### src/rtl/dec_share_sched.sv
// Round-robin scheduler sharing one mod-2^W decrement unit among NREQ requesters.
// Latency count+1 cycles after accept; resp held until resp_ready, no accepts while busy.
module dec_share_sched #(
  parameter int NREQ = 4,
  parameter int W    = 2,
  parameter int IDW  = 2
) (
  input  logic              clk,
  input  logic              rst,
  input  logic [NREQ-1:0]   req_valid,
  input  logic [NREQ*W-1:0] req_data,
  input  logic [NREQ*W-1:0] req_count,
  output logic [NREQ-1:0]   req_ready,
  output logic              resp_valid,
  input  logic              resp_ready,
  output logic [W-1:0]      resp_data,
  output logic [IDW-1:0]    resp_id,
  output logic              busy
);

  typedef enum logic [1:0] {
    ST_IDLE = 2'd0,
    ST_RUN  = 2'd1,
    ST_RESP = 2'd2
  } state_t;

  state_t           r_state;
  logic [IDW-1:0]   r_ptr;
  logic [W-1:0]     r_acc;
  logic [W-1:0]     r_cnt;
  logic [IDW-1:0]   r_id;
  logic             r_resp_valid;
  logic             r_busy;

  logic             w_any;
  logic [IDW-1:0]   w_g;
  logic [IDW-1:0]   w_idx;
  logic [W-1:0]     w_g_data;
  logic [W-1:0]     w_g_cnt;
  logic [W-1:0]     w_dec;
  logic [IDW-1:0]   w_ptr_next;

  // Scan from the highest offset down so the candidate nearest r_ptr wins.
  always_comb begin
    w_any = 1'b0;
    w_g   = '0;
    w_idx = '0;
    for (int k = NREQ - 1; k >= 0; k--) begin
      w_idx = IDW'((int'(r_ptr) + k) % NREQ);
      if (req_valid[w_idx]) begin
        w_any = 1'b1;
        w_g   = w_idx;
      end
    end
  end

  assign w_g_data   = req_data[w_g*W +: W];
  assign w_g_cnt    = req_count[w_g*W +: W];
  assign w_dec      = r_acc - W'(1);
  assign w_ptr_next = (w_g == IDW'(NREQ - 1)) ? '0 : w_g + IDW'(1);

  assign req_ready  = (r_state == ST_IDLE && w_any && !rst) ? (NREQ'(1) << w_g) : '0;
  assign resp_valid = r_resp_valid;
  assign resp_data  = r_acc;
  assign resp_id    = r_id;
  assign busy       = r_busy;

  always_ff @(posedge clk or posedge rst) begin
    if (rst) begin
      r_state      <= ST_IDLE;
      r_ptr        <= '0;
      r_acc        <= '0;
      r_cnt        <= '0;
      r_id         <= '0;
      r_resp_valid <= 1'b0;
      r_busy       <= 1'b0;
    end else begin
      case (r_state)
        ST_IDLE: begin
          if (w_any) begin
            r_acc  <= w_g_data;
            r_cnt  <= w_g_cnt;
            r_id   <= w_g;
            r_ptr  <= w_ptr_next;
            r_busy <= 1'b1;
            if (w_g_cnt != '0) begin
              r_state <= ST_RUN;
            end else begin
              r_state      <= ST_RESP;
              r_resp_valid <= 1'b1;
            end
          end
        end
        ST_RUN: begin
          r_acc <= w_dec;
          r_cnt <= r_cnt - W'(1);
          if (r_cnt == W'(1)) begin
            r_state      <= ST_RESP;
            r_resp_valid <= 1'b1;
          end
        end
        ST_RESP: begin
          if (resp_ready) begin
            r_state      <= ST_IDLE;
            r_resp_valid <= 1'b0;
            r_busy       <= 1'b0;
          end
        end
        default: begin
          r_state      <= ST_IDLE;
          r_resp_valid <= 1'b0;
          r_busy       <= 1'b0;
        end
      endcase
    end
  end

endmodule

### config.mk
export PLATFORM = sky130hd
export DESIGN_NAME = dec_share_sched
export DESIGN_NICKNAME = d
export VERILOG_FILES = /design/src/rtl/dec_share_sched.sv
export SDC_FILE = /design/constraint.sdc
export NUM_CORES = 1
export LEC_CHECK = 0
export CAP_MARGIN = 10
export CORE_UTILIZATION = 45
export CTS_CLUSTER_DIAMETER = 50
export CTS_CLUSTER_SIZE = 25
export DETAILED_ROUTE_END_ITERATION = 8
export GPL_ROUTABILITY_DRIVEN = 0
export PLACE_DENSITY_LB_ADDON = 0.2
export SETUP_SLACK_MARGIN = 0.05
export SYNTH_ARGS = -nofsm -noshare
export SYNTH_HDL_FRONTEND = slang
export SYNTH_SLANG_ARGS = --single-unit
### constraint.sdc
create_clock -name clk -period 5.9 [get_ports clk]
set_clock_uncertainty 0.1 [all_clocks]
set_input_delay 1.18 -clock clk [delete_from_list [all_inputs] [get_ports clk]]
set_output_delay 1.18 -clock clk [all_outputs]
set_load 0.02 [all_outputs]
==> results of run 1 <==
-- placed cells by master, fill, tap and decap left out, types with 2 or more instances in the layout --
| cell | netlist | final |
|---|---|---|
| dfrtp_1 | 12 | 12 |
| and3_1 | 4 | 4 |
| nand2b_1 | 3 | 3 |
| a22o_1 | 2 | 2 |
| o21ai_0 | 4 | 4 |
| mux2i_1 | 7 | 7 |
| a21o_1 | 2 | 2 |
| mux2_2 | 3 | 3 |
| nor2_1 | 4 | 4 |
| a21oi_1 | 6 | 6 |
| o221ai_1 | 2 | 2 |
| inv_1 | 7 | 7 |
| clkdlybuf4s50_1 | 0 | 32 |
| a22oi_1 | 2 | 2 |
| clkbuf_4 | 0 | 3 |
| nand2_1 | 10 | 10 |
| nor3_1 | 2 | 2 |
| ha_1 | 5 | 5 |
| nor2b_1 | 3 | 3 |
-- per-layer routing --
metal / global-route usage (%) / wire length [µm] / part of all wire, %
met1: 27.8 / 800 / 44
met2: 35.3 / 889 / 49
met3: 3.60 / 91 / 5.1
met4: 8.48 / 17 / 0.95
met5: 0 / 0 / 0
-- stage by stage --
step                      total power [mW]  util [%]
after global placement               0.473      67.6
after CTS                            0.534      68.9
after floorplan                      0.377         -
after global routing                 0.580      68.9
after detailed placement             0.482      67.6
final                                0.531      68.9
-- critical path, stage by stage --
cell and delay (ns):
clkdlybuf4s50_1 0.46, nor2b_1 0.16, o21a_1 0.21, nor3_4 0.43, inv_1 0.16, ha_1 0.22, and3_1 0.15, clkdlybuf4s50_1 0.53
-- final cells by class --
| cell class | count | area share, % |
|---|---|---|
| flip-flops and latches | 12 | 25.2 |
| inverters | 8 | 2.52 |
| multi-input cells | 68 | 40.8 |
| repair buffers | 32 | 26.9 |
| clock buffers | 3 | 1.89 |
| well taps | 25 | 2.63 |
-- state kept, by name (all words and copies together) (netlist names) --
signal      cells
r_state         2
resp_id         2
resp_data       2
busy            1
resp_valid      1
r_cnt           2
r_ptr           2
-- cells by family (layout without fill, tap and decap cells) --
family,after synthesis,in the layout,synth area share (%)
compound gates,22,22,18.7
fa+ha+maj,5,5,7.60
simple gates,31,31,20.1
flops,12,12,36.5
mux,10,10,12.6
buf+inv,10,43,4.56
-- worst paths after layout --
| check | endpoint | slack, ns | cells past startpoint |
|---|---|---|---|
| setup / recovery | req_ready[2] | 1.11 | 8 |
| hold / removal | busy | 0.38 | 2 |
| setup reg to reg | r_state[1] | 3.88 | 8 |
| hold reg to reg | busy | 0.38 | 2 |
| max in group asynchronous | r_state[0] | 4.19 | 2 |
| min in group asynchronous | busy | 1.16 | 2 |
-- power groups by stage --
stage	Clock (mW)	Combinational [mW]	Sequential (mW)
after floorplan	0	0.199	0.178
after global placement	0	0.309	0.164
after detailed placement	0	0.316	0.166
after CTS	0.0511	0.318	0.165
after global routing	0.0568	0.352	0.171
final	0.0501	0.315	0.166
==> run metrics, run 1 <==
final worst slack 1.11 ns; leading area contributor after synthesis dfrtp_1; sequential share of power 31.2%; Commonest cells post-synth dfrtp_1, nand2_1, inv_1, mux2i_1, a21oi_1; critical path startpoint category primary input; max-slew violation count 0; Tmin final 4.79 ns; DR WL/cell 12.1 µm; Die X 44.8 µm; setup TNS 0 ns; Critical Path Start req_valid[0]; Cell Area, Placed 1170 µm²; Buffers on Ports 32; total CTS buffers 3; outcome complete, no violations; top-count cell post-synth dfrtp_1; beginning of the worst register-to-register path r_ptr[0]; maxcap violations 0; CTS tree yes; WL final 1800 µm; number of synthesized register bits 12; Sw Ratio 43.7%; post-cts gate resize count 0; Via density 5.36; vias in the first global route 741; pre-CTS setup slack 1.09 ns; HP Start busy; final setup fails 0; Core Rows 15; Top FF cell, synth dfrtp_1; All-Layer GR Usage 21.3%; global route total overflow 0; nets@finish 153; Synth Area per Inst 9.15 µm²; Final Cell Area 1190 µm²; worst min path class reg -> reg; fmax 209 MHz; Cell Int Power 0.299 mW; first-pass GRT wire length 3130 µm; initial antenna violation count 0; Synth top area share 36.5%; layout cells sized above 1 8.13%; Pre-Repair DR Iteration Count 4; # DRC 0; Fin. Hold Viols 0; Data arrival, critical path 3.51 ns; cells after synthesis 90; unrepaired setup endpoints after global routing no; HPWL after DPL 1380 µm; die area 2000 µm²; Storage cell area 300 µm²; Warnings, synthesis 0; CP Max Fanout 10; fillers 151; Cell variety after synth 28; detailed-route via count 794; part of the power in the clock network 9.4%; synthesized netlist net count 118; Clock Sinks 12; post-route ant nets 0; Async SR Flop Fraction 100%; Synth area leaders dfrtp_1, mux2i_1, ha_1, nand2_1, mux2_2; Antenna diodes 0; later-pin clock latency in the skew report 0.27 ns; die extent in y 44.8 µm; number of flops mapped to enable cells by yosys 0; Inst Count DP 145; area of the multi-input gates 485 µm²; Comb pwr share 59.4%; fin cells 148; hold slack 0.381 ns; Slew @ Worst Pin 0.776 ns; Post CTS Setup Buffer Count 0; largest net degree at the start of global routing 17; Crit Path Class in -> out; CP Capture Type primary output; Root Buffer clkbuf_4; cts hold-fix bufs 0; NetSw 0.232 mW; sequential-to-total area share from yosys stat 36.5%; I/O pins 33; CTS Buffer Depth 2; core area 1730 µm²; Layout area overhead 44.5%; Power Dens Cells 446 nW/µm²; relative slew slack 47.9%; CP required 4.62 ns; Netlist Area Pre-Place 823 µm²; VDD IR-drop max 0.287 mV; clk slew on worst S/H paths 0.07 ns; # H-tree levels 1; Iter 0 DRT Violations 11; Tcrit/Tclk final 81.2%; Starting Density 47.7%; leak pwr 0.549 nW
Power figures use the tool's default switching activity.
==> run 2: changes to the inputs <==
--- a/config.mk
+++ b/config.mk
@@ -6,7 +6,7 @@
 export NUM_CORES = 1
 export LEC_CHECK = 0
 export CAP_MARGIN = 10
-export CORE_UTILIZATION = 45
+export CORE_UTILIZATION = 42
 export CTS_CLUSTER_DIAMETER = 50
 export CTS_CLUSTER_SIZE = 25
 export DETAILED_ROUTE_END_ITERATION = 8
==> constraint.sdc (replaced) <==
create_clock -name clk -period 4.6 [get_ports clk]
set_clock_uncertainty 0.1 [all_clocks]
set_input_delay 0.92 -clock clk [delete_from_list [all_inputs] [get_ports clk]]
set_output_delay 0.92 -clock clk [all_outputs]
set_load 0.02 [all_outputs]
==> run metrics, run 2 (same netlist as run 1, synthesis figures left out) <==
later-pin clock latency in the skew report 0.27 ns; fmax 242 MHz; HPWL after DPL 1460 µm; Buffers on Ports 32; cts hold-fix bufs 0; Final Cell Area 1210 µm²; CP required 3.58 ns; Post CTS Setup Buffer Count 0; layout cells sized above 1 9.60%; post-cts gate resize count 0; Crit path buffers/inverters 3; global route total overflow 0; largest net degree at the start of global routing 17; initial antenna violation count 0; Cell Area, Placed 1170 µm²; crit-path most repeated cell clkdlybuf4s50_1; CP Max Fanout 9; Power Dens Cells 584 nW/µm²; Starting Density 46.2%; hold slack 0.385 ns; Core Rows 15; VDD IR-drop max 0.285 mV; Layout area overhead 47.1%; Antenna diodes 0; CP Capture Type primary output; relative slew slack 48.4%; # H-tree levels 1; total CTS buffers 3; commonest non-fill, non-tap cells in the layout clkdlybuf4s50_1, dfrtp_1, nand2_1, mux2i_1, inv_1; Via density 5.27; unrepaired setup endpoints after global routing no; Data arrival, critical path 3.11 ns; clk slew on worst S/H paths 0.08 ns; Pre-Repair DR Iteration Count 4; Tmin final 4.13 ns; # DRC 0; post-route ant nets 0; vias in the first global route 698; CP peak stage delay 0.53 ns; CTS tree yes; I/O pins 33; Slew @ Worst Pin 0.768 ns; core area 1780 µm²; die area 2140 µm²; DR WL/cell 12.3 µm; critical path startpoint category primary input; die extent in y 46.3 µm; Worst path slowest cell clkdlybuf4s50_1; Iter 0 DRT Violations 11; worst min path class reg -> reg; Clock Sinks 12; Fin. Hold Viols 0; nets@finish 154; Root Buffer clkbuf_4; Largest delay share family, worst path buffers and inverters; Crit Path Class in -> out; leak pwr 0.561 nW; outcome complete, no violations; first-pass GRT wire length 2970 µm; max-slew violation count 0; final setup fails 0; maxcap violations 0; Die X 46.3 µm; detailed-route via count 791; Tcrit/Tclk final 89.8%; worst path cell trace clkdlybuf4s50_1 -> nand2b_1 -> a21oi_1 -> o32ai_2 -> inv_2 -> ha_1 -> and3_1 -> clkdlybuf4s50_1; Core Util, Final 67.9%; All-Layer GR Usage 19.5%; setup TNS 0 ns; most common cell after layout, fill and taps aside clkdlybuf4s50_1; CTS Buffer Depth 2; WL final 1850 µm; Final Power 0.707 mW
run 2: metal layers:
layer | wire length (µm) | global-route usage (%)
met5 | 0 | 0
met4 | 0 | 7.65
met3 | 78 | 3.53
met2 | 933 | 33.5
met1 | 835 | 23.7
run 2: worst paths after layout:
check                                  start      endpoint  slack [ns]  cells after the start
max in group asynchronous                rst    r_state[0]        3.16                      2
worst min register to register          busy          busy        0.39                      2
min in group asynchronous                rst      r_ptr[1]        0.89                      2
worst min-delay path                    busy          busy        0.39                      2
worst max register to register      r_ptr[0]      r_cnt[0]        2.61                      7
worst max-delay path            req_valid[1]  req_ready[2]        0.47                      8
run 2: power by group:
group	switching (mW)	internal (mW)
registers	0.0495	0.161
logic	0.215	0.196
clock network	0.0373	0.0480
total	0.302	0.405
run 2: cell type report:
| cell class | instances | area (µm²) |
|---|---|---|
| repair buffers | 33 | 328 |
| fillers | 150 | 572 |
| flip-flops and latches | 12 | 300 |
| inverters | 8 | 30.0 |
| clock buffers | 4 | 36.3 |
| well taps | 25 | 31.3 |
| multi-input cells | 68 | 485 |
run 2: tightest hold or removal path: cells and delay by family (launching register included):
family | cells | cell delay, ns
simple gates | 2 | 0.10
flops | 1 | 0.35
run 2: metrics by stage:
stage / cells / setup WS [ns]
4_1_cts: 150 / 0.464
3_5_place_dp: 146 / 0.463
2_1_floorplan: 90 / 1.42
6_report: 150 / 0.470
5_1_grt: 150 / 0.340
3_3_place_gp: 146 / 0.539
==> run 3: changes to the inputs <==
--- a/config.mk
+++ b/config.mk
@@ -6,6 +6,7 @@
 export NUM_CORES = 1
 export LEC_CHECK = 0
 export CAP_MARGIN = 10
+export CORE_MARGIN = 2
 export CORE_UTILIZATION = 42
 export CTS_CLUSTER_DIAMETER = 50
 export CTS_CLUSTER_SIZE = 25
==> run metrics, run 3 (same netlist as run 1, synthesis figures left out) <==
most common cell after layout, fill and taps aside clkdlybuf4s50_1; worst path cell trace clkdlybuf4s50_1 -> nand2b_1 -> a21oi_1 -> o32ai_2 -> inv_2 -> ha_1 -> and3_1 -> clkdlybuf4s50_1; Layout area overhead 48.3%; later-pin clock latency in the skew report 0.28 ns; # DRC 0; Tcrit/Tclk final 90.6%; Storage cell area 300 µm²; Final Cell Area 1220 µm²; final setup fails 0; VDD IR-drop max 0.291 mV; post-cts gate resize count 0; All-Layer GR Usage 18.1%; # H-tree levels 1; Crit Path Class in -> out; Crit path buffers/inverters 3; post-route ant nets 0; Clock Sinks 12; outcome complete, no violations; CTS tree yes; HP Start resp_id[1]; wl on met1 778 µm; crit-path most repeated cell clkdlybuf4s50_1; Pre-Repair DR Iteration Count 4; clk slew on worst S/H paths 0.08 ns; Iter 0 DRT Violations 16; die extent in y 48.3 µm; WL final 1840 µm; unrepaired setup endpoints after global routing no; vias in the first global route 666; Die X 48.3 µm; I/O pins 33; initial antenna violation count 0; Core Rows 16; leak pwr 0.566 nW; Via density 5.18; Power Dens Cells 578 nW/µm²; Starting Density 43.3%; DR WL/cell 12.0 µm; cts hold-fix bufs 0; top layer reached by signal wires met4; Worst path slowest cell clkdlybuf4s50_1; Tmin final 4.17 ns; Data arrival, critical path 3.15 ns; maxcap violations 0; die area 2330 µm²; detailed-route via count 793; final worst slack 0.435 ns; nets@finish 155; pre-CTS setup slack 0.421 ns; total CTS buffers 3; hold slack 0.380 ns; CP Capture Type primary output; commonest non-fill, non-tap cells in the layout clkdlybuf4s50_1, dfrtp_1, nand2_1, mux2i_1, inv_1; Final Power 0.706 mW; Fin. Hold Viols 0; CTS Buffer Depth 2; Cell Area, Placed 1180 µm²; Largest delay share family, worst path buffers and inverters; worst min path class reg -> reg; critical path startpoint category primary input; beginning of the worst register-to-register path r_ptr[0]; fin cells 153; CP Max Fanout 9; layout cells sized above 1 10.3%; relative slew slack 48.3%; HPWL after DPL 1450 µm; fmax 240 MHz; Inst Count DP 149; global route total overflow 0; area of the multi-input gates 485 µm²; met3 WL post-DR 109 µm; CP required 3.58 ns; Antenna diodes 0; Slew @ Worst Pin 0.770 ns; Core Util, Final 64.2%; CP peak stage delay 0.53 ns; Critical Path Start req_valid[1]; routed wl met2 907 µm; fillers 169; Root Buffer clkbuf_4; core area 1900 µm²; Buffers on Ports 32; largest net degree at the start of global routing 12; Post CTS Setup Buffer Count 0; setup TNS 0 ns; first-pass GRT wire length 2880 µm; max-slew violation count 0
==> run 3: cell types whose count changed in the layout (fill, tap and decap cells not counted), sizes merged <==
| cell | delta |
|---|---|
| buf | +1 |
==> run 3: worst min-delay path: stages (launching register included) <==
cell	delay, ns
dfrtp_1	0.35
nand2_1	0.04
o21ai_0	0.06
==> run 3: path summary, 6_finish.rpt <==
path | to | slack, ns | cells after the start
hold reg to reg | resp_id[1] | 0.38 | 2
setup / recovery | req_ready[2] | 0.43 | 8
max in group asynchronous | r_ptr[0] | 3.28 | 3
min in group asynchronous | resp_id[0] | 0.73 | 2
setup reg to reg | resp_data[0] | 2.58 | 7
hold / removal | resp_id[1] | 0.38 | 2
==> run 3: cell type report <==
type | count | area share (%)
Tap cell | 27 | 2.77
Clock buffer | 4 | 2.97
Timing Repair Buffer | 34 | 27.5
Multi-Input combinational cell | 68 | 39.8
Sequential cell | 12 | 24.6
Inverter | 8 | 2.46
==> run 3: report_power, final <==
part	total, mW	internal, mW	switching [mW]
clock network	0.0890	0.0482	0.0408
registers	0.209	0.161	0.0482
logic	0.407	0.196	0.211
==> run 3: layer usage <==
| metal | GRT usage [%] | vias to the layer above |
|---|---|---|
| li1 | - | 393 |
| met1 | 22.8 | 366 |
| met2 | 30.5 | 29 |
| met3 | 2.59 | 5 |
| met4 | 8.11 | 0 |
| met5 | 0 | - |
